## config.mk

```make
export PLATFORM = sky130hd
export DESIGN_NAME = uart_rx_param
export DESIGN_NICKNAME = d
export VERILOG_FILES = /design/src/rtl/uart_rx_param.sv
export SDC_FILE = /design/constraint.sdc
export NUM_CORES = 1
export LEC_CHECK = 0
export ABC_AREA = 1
export BUFFER_PORTS_ARGS = -buffer_cell sky130_fd_sc_hd__clkbuf_2
export CAP_MARGIN = 20
export CORE_MARGIN = 2
export CORE_UTILIZATION = 30
export DETAILED_ROUTE_END_ITERATION = 7
export PLACE_DENSITY = 0.5
export SYNTH_ARGS = -nofsm -noshare
export SYNTH_HDL_FRONTEND = slang
export SYNTH_SLANG_ARGS = --single-unit
export TNS_END_PERCENT = 10
```

## constraint.sdc

```tcl
create_clock -name clk_i -period 1.6 [get_ports clk_i]
set_input_delay 0.48 -clock clk_i [delete_from_list [all_inputs] [get_ports clk_i]]
set_output_delay 0.48 -clock clk_i [all_outputs]
set_load 0.01 [all_outputs]
```

## src/rtl/uart_rx_param.sv

```systemverilog
// Parameterised UART receiver: 2-flop synchronizer, 3-sample majority voting,
// configurable data width, parity and stop bits, with a one-word output holding register.
module uart_rx_param #(
  parameter int unsigned CLK_FREQ  = 10000000,
  parameter int unsigned BAUD_RATE = 19200,
  parameter int unsigned DATA_BITS = 8,
  parameter int unsigned PARITY    = 0,
  parameter int unsigned STOP_BITS = 1
) (
  input  logic                 clk_i,
  input  logic                 reset_i,
  input  logic                 rx_i,
  output logic [DATA_BITS-1:0] data_o,
  output logic                 valid_o,
  input  logic                 ready_i,
  output logic                 parity_err_o,
  output logic                 frame_err_o,
  output logic                 overrun_o,
  output logic                 busy_o
);

  localparam int unsigned ClksPerBit = CLK_FREQ / BAUD_RATE;
  localparam int unsigned Half       = ClksPerBit / 2;
  localparam int unsigned CntW       = (ClksPerBit > 1) ? $clog2(ClksPerBit) : 1;
  localparam int unsigned BitW       = $clog2(DATA_BITS + 1);

  localparam logic [CntW-1:0] CntHalf  = CntW'(Half);
  localparam logic [CntW-1:0] CntLast  = CntW'(ClksPerBit - 1);
  localparam logic [BitW-1:0] BitLast  = BitW'(DATA_BITS - 1);
  localparam logic            StopLast = 1'(STOP_BITS - 1);
  localparam logic            ParOdd   = (PARITY == 2);

  typedef enum logic [2:0] {StIdle, StStart, StData, StParity, StStop} state_e;

  state_e                 state_q, state_d;
  logic                   rx_meta_q, rx_sync_q;
  logic [2:0]             maj_q;
  logic [CntW-1:0]        cnt_q, cnt_d;
  logic [BitW-1:0]        bit_cnt_q, bit_cnt_d;
  logic                   stop_cnt_q, stop_cnt_d;
  logic [DATA_BITS-1:0]   shift_q, shift_d;
  logic                   par_err_q, par_err_d;
  logic                   frm_err_q, frm_err_d;
  logic [DATA_BITS-1:0]   data_q, data_d;
  logic                   valid_q, valid_d;
  logic                   pe_q, pe_d;
  logic                   fe_q, fe_d;
  logic                   ovr_q, ovr_d;
  logic                   maj, fall, tick, done;

  assign maj  = (maj_q[0] & maj_q[1]) | (maj_q[0] & maj_q[2]) | (maj_q[1] & maj_q[2]);
  // maj_q[0] holds the previous synchronized sample, so this is a synchronized 1->0 edge.
  assign fall = maj_q[0] & ~rx_sync_q;
  assign tick = (cnt_q == CntLast);

  always_comb begin
    state_d    = state_q;
    cnt_d      = cnt_q;
    bit_cnt_d  = bit_cnt_q;
    stop_cnt_d = stop_cnt_q;
    shift_d    = shift_q;
    par_err_d  = par_err_q;
    frm_err_d  = frm_err_q;
    done       = 1'b0;
    unique case (state_q)
      StIdle: begin
        if (fall) begin
          state_d    = StStart;
          cnt_d      = '0;
          bit_cnt_d  = '0;
          stop_cnt_d = 1'b0;
          par_err_d  = 1'b0;
          frm_err_d  = 1'b0;
        end
      end
      StStart: begin
        if (cnt_q == CntHalf) begin
          cnt_d   = '0;
          state_d = maj ? StIdle : StData;
        end else begin
          cnt_d = cnt_q + CntW'(1);
        end
      end
      StData: begin
        if (tick) begin
          cnt_d     = '0;
          shift_d   = {maj, shift_q[DATA_BITS-1:1]};
          bit_cnt_d = bit_cnt_q + BitW'(1);
          if (bit_cnt_q == BitLast) state_d = (PARITY != 0) ? StParity : StStop;
        end else begin
          cnt_d = cnt_q + CntW'(1);
        end
      end
      StParity: begin
        if (tick) begin
          cnt_d   = '0;
          state_d = StStop;
          if (maj != ((^shift_q) ^ ParOdd)) par_err_d = 1'b1;
        end else begin
          cnt_d = cnt_q + CntW'(1);
        end
      end
      StStop: begin
        if (tick) begin
          cnt_d = '0;
          if (!maj) frm_err_d = 1'b1;
          if (stop_cnt_q == StopLast) begin
            state_d = StIdle;
            done    = 1'b1;
          end else begin
            stop_cnt_d = stop_cnt_q + 1'b1;
          end
        end else begin
          cnt_d = cnt_q + CntW'(1);
        end
      end
      default: state_d = StIdle;
    endcase
  end

  always_comb begin
    data_d  = data_q;
    valid_d = valid_q;
    pe_d    = pe_q;
    fe_d    = fe_q;
    ovr_d   = 1'b0;
    if (done) begin
      if (!valid_q || ready_i) begin
        data_d  = shift_q;
        pe_d    = par_err_d;
        fe_d    = frm_err_d;
        valid_d = 1'b1;
      end else begin
        ovr_d = 1'b1;
      end
    end else if (ready_i) begin
      valid_d = 1'b0;
    end
  end

  always_ff @(posedge clk_i or posedge reset_i) begin
    if (reset_i) begin
      state_q    <= StIdle;
      rx_meta_q  <= 1'b1;
      rx_sync_q  <= 1'b1;
      maj_q      <= 3'b111;
      cnt_q      <= '0;
      bit_cnt_q  <= '0;
      stop_cnt_q <= 1'b0;
      shift_q    <= '0;
      par_err_q  <= 1'b0;
      frm_err_q  <= 1'b0;
      data_q     <= '0;
      valid_q    <= 1'b0;
      pe_q       <= 1'b0;
      fe_q       <= 1'b0;
      ovr_q      <= 1'b0;
    end else begin
      state_q    <= state_d;
      rx_meta_q  <= rx_i;
      rx_sync_q  <= rx_meta_q;
      maj_q      <= {maj_q[1:0], rx_sync_q};
      cnt_q      <= cnt_d;
      bit_cnt_q  <= bit_cnt_d;
      stop_cnt_q <= stop_cnt_d;
      shift_q    <= shift_d;
      par_err_q  <= par_err_d;
      frm_err_q  <= frm_err_d;
      data_q     <= data_d;
      valid_q    <= valid_d;
      pe_q       <= pe_d;
      fe_q       <= fe_d;
      ovr_q      <= ovr_d;
    end
  end

  assign data_o       = data_q;
  assign valid_o      = valid_q;
  assign parity_err_o = pe_q;
  assign frame_err_o  = fe_q;
  assign overrun_o    = ovr_q;
  assign busy_o       = (state_q != StIdle);

endmodule

```

# Word-level counts from Yosys, hierarchy flattened
# Index checks and enable logic that the tools add are counted.
[totals]
regBits = 45
out_inout_bits = 13
word_cells = 94
[op_classes]
addsub = 3
n_eq_ne = 16
muxes = 36
bitwise = 7
n_reduce_logical = 17
[op_table]
columns = ["cell", "count"]
rows = [
  ["10-bit two-way mux", 3],
  ["10-bit case mux with 3 select lines", 1],
  ["3-bit two-way mux", 7],
  ["1-bit two-way mux", 17],
  ["3-bit case mux with 5 select lines", 1],
  ["2-bit != test, second input constant", 7],
  ["10-bit by 1-bit adder with 10-bit output, second input constant", 1],
  ["10-bit equality test, second input constant", 1],
  ["10-bit by 9-bit equality test with 1-bit output, second input constant", 1],
  ["4-bit two-way mux", 2],
  ["4-bit case mux with 2 select lines", 1],
  ["2-bit AND reduction", 4],
  ["8-bit parity", 1],
  ["7-bit AND reduction", 1],
  ["3-bit by 2-bit equality test with 1-bit output, second input constant", 2],
  ["1-bit case mux with 2 select lines", 3],
  ["3-bit AND reduction", 2],
  ["2-bit nonzero test", 3],
  ["3-bit nonzero test", 2],
  ["4-bit by 1-bit adder with 4-bit output, second input constant", 1],
  ["1-bit AND", 4],
  ["4-bit by 3-bit equality test with 1-bit output, second input constant", 1],
  ["3-bit by 1-bit equality test with 1-bit output, second input constant", 1],
  ["3-bit equality test, second input constant", 1],
  ["other kinds (10)", 11],
]

# Longest topological paths before layout
# Gate-level depths: netlist (run 1).
[logic_depth]
depth_word = 7
depth_mapped = 11
depth_no_buf = 11

# Worst setup path before layout (run 1)
# OpenSTA, ideal clock, no wires.
[synth_timing]
path_kind = "register to register"
start = "register cnt_q[0]"
end = "register pe_q, in the netlist parity_err_o"
setup_time_ns = 0.116
arrival_time_ns = 1.335
required_time_ns = 1.484
path_slack_ns = 0.149
stages_incl_launch_ff = 10
n_path_buf = 1
path_cell_list = "dfrtp_1 -> ha_1 -> nand2_2 -> nor2_2 -> nand3_2 -> nor3_4 -> inv_2 -> buf_6 -> nand2_1 -> nand2_1"
[synth_via]
elab_chain_len = 4
elab_cells_between_ends = 6
cone_classes = "eq/ne (1); mux (4); reduce/logical (1)"
[synth_rtl]
columns = ["item", "line_no", "text"]
rows = [
  ["start, declared", "38", "logic [CntW-1:0] cnt_q, cnt_d;"],
  ["start signal, assigned", "163", "cnt_q <= cnt_d;"],
  ["10-bit equality test *", "54", "assign tick = (cnt_q == CntLast);"],
  ["1-bit two-way mux", "104", "if (tick) begin"],
  ["1-bit two-way mux", "65", "unique case (state_q)"],
  ["2-bit AND reduction (no line)", "-", ""],
  ["end signal, assigned", "171", "pe_q <= pe_d;"],
  ["end, declared", "46", "logic pe_q, pe_d;"],
]
# Mark *: on every way between the ends. The rest lies on a longest branch, timed or not.
# A chain may end at the register's enable or synchronous reset.

# Final worst setup path (run 1)
[layout_timing]
start = "register state_q[1]"
end = "output port busy_o"
[layout_via]
elab_chain_len = 1
[layout_rtl]
columns = ["item", "line_no", "text"]
rows = [
  ["start, declared", "35", "state_e state_q, state_d;"],
  ["start signal, assigned", "143", "state_q <= StIdle;"],
  ["start signal, assigned", "159", "state_q <= state_d;"],
  ["3-bit nonzero test", "182", "assign busy_o = (state_q != StIdle);"],
  ["end, declared", "19", "output logic busy_o"],
]
# No other way between the ends.

==> impl_metrics.json, run 1 <==
{
  "cts_sinks": 44,
  "hold_viol_final": 0,
  "grt_first_pass_wirelength_um": 7920,
  "dpl.hpwl_um": 3440,
  "hold_path_class": "input port to asynchronous set/reset pin",
  "wirelength_um": 4750,
  "cts_tree": "done",
  "drtAntennaViolNets": 0,
  "cp_data_required_time_ps": 1120,
  "period_share_pct": 99.8,
  "seq_area_um2": 1110,
  "synth_top_area_share_pct": 44.5,
  "synth_top_area_cell": "dfrtp_1",
  "arrival_ps": 1120,
  "num_io_pins": 17,
  "grt_max_degree": 21,
  "slowest_delay_ps": 410,
  "die_area_um2": 8000,
  "htree_levels": 2,
  "ys_ff_latch": 44,
  "path_class": "flip-flop to output pin",
  "rsz0062_at_grt": "true",
  "fmax_mhz": 627,
  "start_kind": "flip-flop",
  "nNetsFinal": 316,
  "synth_area_per_cell_um2": 8.30,
  "final_common_cell": "nand2_1",
  "initial_core_util_pct": 30.5,
  "power_w": 0.00356,
  "drt_iter0_markers": 79,
  "antenna_cells": 0,
  "coreArea_um2": 7180,
  "slew_violations": 0,
  "worstPathCellList": "inv_2, nand2_4, nor2_4, inv_1, clkbuf_2",
  "p_per_area_nw_per_um2": 1280,
  "worstSetupEndpointType": "output pin",
  "setup_viol": 0,
  "maxCapViolations": 0,
  "first_pass_iters": 4,
  "root_buffer": "clkbuf_8",
  "vdd_drop_max_v": 0.000416,
  "io_buffers": 16,
  "vias_per_cell": 4.48,
  "die_width_um": 89.5,
  "num-fill-cells": 734,
  "multi_input_area_um2": 1010,
  "syn_nets": 271,
  "synth_area_um2": 2190,
  "worst_pin_slew_ps": 332,
  "grt_usage_pct": 12.9,
  "cts_made_buffers": 5,
  "yosys_warnings": 0,
  "max_slew_margin_pct": 77.8,
  "grt_pass1_vias": 1771,
  "fin_tns_setup_ps": 0,
  "die_h_um": 89.5,
  "clk_latency_ps": 300,
  "min_period_ps": 1600,
  "synth_cells": 264,
  "gp_congestion": 0.837,
  "slowest_stage": "dfrtp_1",
  "mostFrequentLayoutCells": "70 x nand2_1, 38 x dfrtp_1, 28 x inv_1",
  "rows": 31,
  "outcome": "completed",
  "route.detailed.drc": 0,
  "ys_top_cells_by_area": "dfrtp_1 45%, nand2_1 13%, dfstp_2 6.0%",
  "clockBufferDepth": 2,
  "yosysSeqAreaShare_pct": 50.5,
  "leakage_nw": 1.33,
  "syn_to_final_growth_pct": 27.4,
  "fin_skew_ps": 6.87,
  "overflow": 0,
  "postCtsHoldBufs": 0,
  "clk_pin_slew_worst_paths_ps": 90,
  "vias": 1832,
  "antenna_found_initial": 0,
  "path_max_fanout": 3,
  "routedWlPerCell_um": 11.6,
  "drive_gt1_share_pct": 30.0,
  "synth_cell_types": 32
}
-- cell usage after synthesis --
master and n:
a21boi_0 1, a21oi_1 4, a31oi_1 1, and3_1 1, buf_2 1, buf_6 1, clkbuf_1 1, dfrtp_1 39
dfstp_2 5, ha_1 3, inv_1 34, inv_2 3, nand2_1 74, nand2_2 2, nand3_1 15, nand3_2 1
nand4_1 7, nand4_2 1, nor2_1 19, nor2_2 2, nor2_4 1, nor3_1 6, nor3_4 1, o211ai_1 1
o21a_1 1, o21ai_0 19, o21ai_1 2, o21ai_2 9, o21bai_1 1, o22ai_1 1, xnor2_1 2, xor2_1 5
-- worst paths after layout --
kind	startpoint	endpoint	slack [ps]	cells after the start
max in group asynchronous	reset_i	maj_q[2]	950	3
min in group clk_i	rx_i	rx_meta_q	250	1
hold / removal	reset_i	bit_cnt_q[1]	110	2
setup reg to reg	maj_q[0]	state_q[0]	60	6
setup / recovery	state_q[1]	busy_o	4	5
hold reg to reg	rx_meta_q	rx_sync_q	360	0
-- logic make-up after synthesis --
logic type	synth area share, %
AOI/OAI and AO/OA	11.3
xor gates and xnor gates	2.80
adders and majority gates	1.71
buffers and inverters	7.25
DFF	50.5
and+or+nand+nor	26.4
-- final cells by class --
cell class              count  share of cell area [%]
inverters                  37                    5.15
repair buffers             41                    10.5
multi-input cells         180                    36.0
clock inverters             3                    1.70
clock buffers               5                    2.47
flip-flops and latches     44                    39.7
well taps                  99                    4.44
-- sequential cells by signal (all words and copies together) (netlist names), 3 cells and up --
name and flops:
bit_cnt_q 4, cnt_q 10, data_o 8, maj_q 3
shift_q 8, state_q 3
-- worst max-delay path, delay by kind of cell, from the launching register on --
| family | cells | cell delay (ps) |
|---|---|---|
| flip-flops | 1 | 410 |
| buffers and inverters | 3 | 260 |
| AND/OR/NAND/NOR | 2 | 150 |
-- power by group --
group	internal, W	leakage [nW]	switching (W)
registers	0.00123	0.568	0.000111
logic	0.000549	0.703	0.000791
clock network	0.000470	0.0583	0.000407
total	0.00225	1.33	0.00131
-- metrics by stage --
step	std cells	util (%)	hold WS, ps	setup WS (ps)	instance area (µm²)
2_1_floorplan	264	-	345	97.2	2190
6_report	409	38.9	110	3.93	2790
4_1_cts	406	37.6	120	-21.9	2700
5_1_grt	409	38.9	140	-65.9	2790
3_5_place_dp	392	35.1	352	-112	2520
3_3_place_gp	392	35.1	346	-137	2520
-- routing by layer --
layer / track usage (%) / routed length (µm) / vias up / share of wire, %
met5: 0 / 0 / - / 0
met3: 3.60 / 180 / 7 / 3.8
met4: 3.53 / 59 / 0 / 1.2
met1: 16.4 / 2160 / 861 / 46
met2: 21.4 / 2350 / 29 / 49
li1: - / - / 935 / -
-- repair_timing --
item,in CTS,in global routing
endpoints found under the hold margin,0,0
cloned,0,0
endpoints found under the setup margin,22,35
pin swaps,2,8
setup buffers,6,3
gates resized for setup,8,25
No activity file was read; power rests on OpenSTA's default activity.
==> run 2, diff against run 1 <==
--- a/config.mk
+++ b/config.mk
@@ -8,10 +8,12 @@
 export ABC_AREA = 1
 export BUFFER_PORTS_ARGS = -buffer_cell sky130_fd_sc_hd__clkbuf_2
 export CAP_MARGIN = 20
+export CELL_PAD_IN_SITES_DETAIL_PLACEMENT = 1
+export CELL_PAD_IN_SITES_GLOBAL_PLACEMENT = 2
 export CORE_MARGIN = 2
 export CORE_UTILIZATION = 30
 export DETAILED_ROUTE_END_ITERATION = 7
-export PLACE_DENSITY = 0.5
+export PLACE_DENSITY = 0.71
 export SYNTH_ARGS = -nofsm -noshare
 export SYNTH_HDL_FRONTEND = slang
 export SYNTH_SLANG_ARGS = --single-unit
==> run 2 against run 1 <==
Compared with the run above: the flow now finishes with violations (negative setup slack); die area did not move; largest cell class unchanged; critical path type unchanged; final cell count rose by 2.7%; setup slack got worse by 4.1 ps; count of clock-buffer cells in the layout rose by 1; highest routed layer unchanged; design area rose by 3.0%; sequential power barely moved; clock power fell by 14%; first-iteration DRC count fell by 32%.
==> impl_metrics.json, run 2 (same netlist as run 1, synthesis figures left out) <==
{
  "outcome": "complete, but fails checks",
  "violations": "negative setup slack",
  "rows": 31,
  "grt_usage_pct": 14.1,
  "cp_data_required_time_ps": 1120,
  "cts_made_buffers": 5,
  "max_slew_margin_pct": 74.3,
  "die_area_um2": 8000,
  "dpl.hpwl_um": 3860,
  "routedWlPerCell_um": 12.7,
  "grt_max_degree": 45,
  "slowest_stage": "dfrtp_1",
  "hold_viol_final": 0,
  "post-route-cell-area_um2": 2870,
  "setup_slack_ps": -0.170,
  "worst_pin_slew_ps": 383,
  "path_max_fanout": 3,
  "worstSetupEndpointType": "output pin",
  "maxCapViolations": 0,
  "grt_pass1_vias": 1882,
  "grt_first_pass_wirelength_um": 8710,
  "vias_per_cell": 4.46,
  "drt_iter0_markers": 54,
  "wirelength_um": 5350,
  "vdd_drop_max_v": 0.000445,
  "die_width_um": 89.5,
  "coreArea_um2": 7180,
  "fin_tns_setup_ps": -0.170,
  "path_buf_inv": 3,
  "clk_pin_slew_worst_paths_ps": 90,
  "first_pass_iters": 4,
  "path_class": "flip-flop to output pin",
  "io_buffers": 16,
  "p_per_area_nw_per_um2": 1260,
  "fmax_mhz": 625,
  "cts_tree": "done",
  "drive_gt1_share_pct": 34.6,
  "mostFrequentLayoutCells": "67 x nand2_1, 38 x dfrtp_1, 35 x buf_4",
  "period_share_pct": 100,
  "final_common_cell": "nand2_1",
  "hold_path_class": "input port to asynchronous set/reset pin",
  "leakage_nw": 1.37,
  "nNetsFinal": 327,
  "clk_latency_ps": 290,
  "antenna_found_initial": 0,
  "htree_levels": 2,
  "vias": 1874,
  "cp_top_family": "flip-flops",
  "largest_reg_flops": 10,
  "rsz0062_at_grt": "true",
  "root_buffer": "clkbuf_8",
  "clockBufferDepth": 2,
  "num_io_pins": 17,
  "r2r_slack_ps": 40,
  "setup_viol": 1,
  "start_kind": "flip-flop",
  "regMostFlops": "cnt_q",
  "gp_congestion": 0.790,
  "overflow": 0,
  "initial_core_util_pct": 30.5,
  "fin_skew_ps": 6.58,
  "cts_sinks": 44,
  "arrival_ps": 1120,
  "route.detailed.drc": 0,
  "die_h_um": 89.5,
  "min_period_ps": 1600,
  "syn_to_final_growth_pct": 31.2,
  "worstPathCellList": "inv_2, nand2_4, nor2_4, inv_1, clkbuf_2",
  "slowest_delay_ps": 400,
  "slew_violations": 0,
  "drtAntennaViolNets": 0,
  "placed_cell_area_um2": 2600,
  "antenna_cells": 0
}
## run 2: changes by cell type in the layout (fill, tap and decap cells not counted), moves of 2 or more
cell	change
buf_4	+12
clkinv_4	-2
clkinvlp_4	+2
nand2_1	-3
nand2_2	+2
## run 2: area by class of cell
cell class | count | area (µm²)
fill | 870 | 4300
sequential | 44 | 1110
multi-input combinational | 180 | 1040
timing repair buffer | 52 | 363
inverter | 37 | 144
tap | 99 | 124
clock buffer | 6 | 82.6
clock inverter | 2 | 15.0
## run 2: final timing paths
| kind | from | endpoint | cells after the start |
|---|---|---|---|
| max | state_q[1] | busy_o | 5 |
| min | reset_i | shift_q[6] | 3 |
| max reg2reg | cnt_q[0] | cnt_q[8] | 9 |
| min reg2reg | rx_meta_q | rx_sync_q | 0 |
| max in group asynchronous | reset_i | rx_meta_q | 3 |
| min in group clk_i | rx_i | rx_meta_q | 1 |
## run 2: routing by layer
| layer | GRT usage, % | vias up | share of wire, % |
|---|---|---|---|
| met4 | 3.66 | 0 | 0.92 |
| met3 | 3.05 | 4 | 1.4 |
| met1 | 17.9 | 901 | 47 |
| met2 | 24.2 | 14 | 50 |
| met5 | 0 | - | 0 |
| li1 | - | 955 | - |
## run 2: timing repair
action                                  in CTS  in global routing
buffers inserted                             3                  5
pin swaps                                    1                  7
endpoints found under the setup margin       8                 35
cloned                                       0                  0
hold buffers                                 0                  0
gates resized for setup                      9                 33
## run 2: stage by stage
stage | instances | hold slack [ps] | worst slack (ps) | power, W | util (%)
3_5_place_dp | 404 | 348 | -120 | 0.00254 | 36.2
2_1_floorplan | 264 | 345 | 97.2 | 0.00198 | -
5_1_grt | 420 | 210 | -108 | 0.00389 | 40.1
6_report | 420 | 177 | -0.170 | 0.00361 | 40.1
4_1_cts | 415 | 198 | -30.3 | 0.00347 | 38.2
3_3_place_gp | 404 | 346 | -162 | 0.00251 | 36.2
## run 2: power by group
group	switching, W	internal [W]
registers	0.0000969	0.00123
clock network	0.000402	0.000350
logic	0.000877	0.000650
total	0.00138	0.00223
## run 2: worst register-to-register path, stage by stage, from the launching register on
cell and delay, ps:
dfrtp_1 380, ha_2 220, buf_4 130, nand4_1 120
nor2_2 180, nand2_2 80, nor2_2 120, nand3_1 80
o21ai_0 90, nor2_1 60
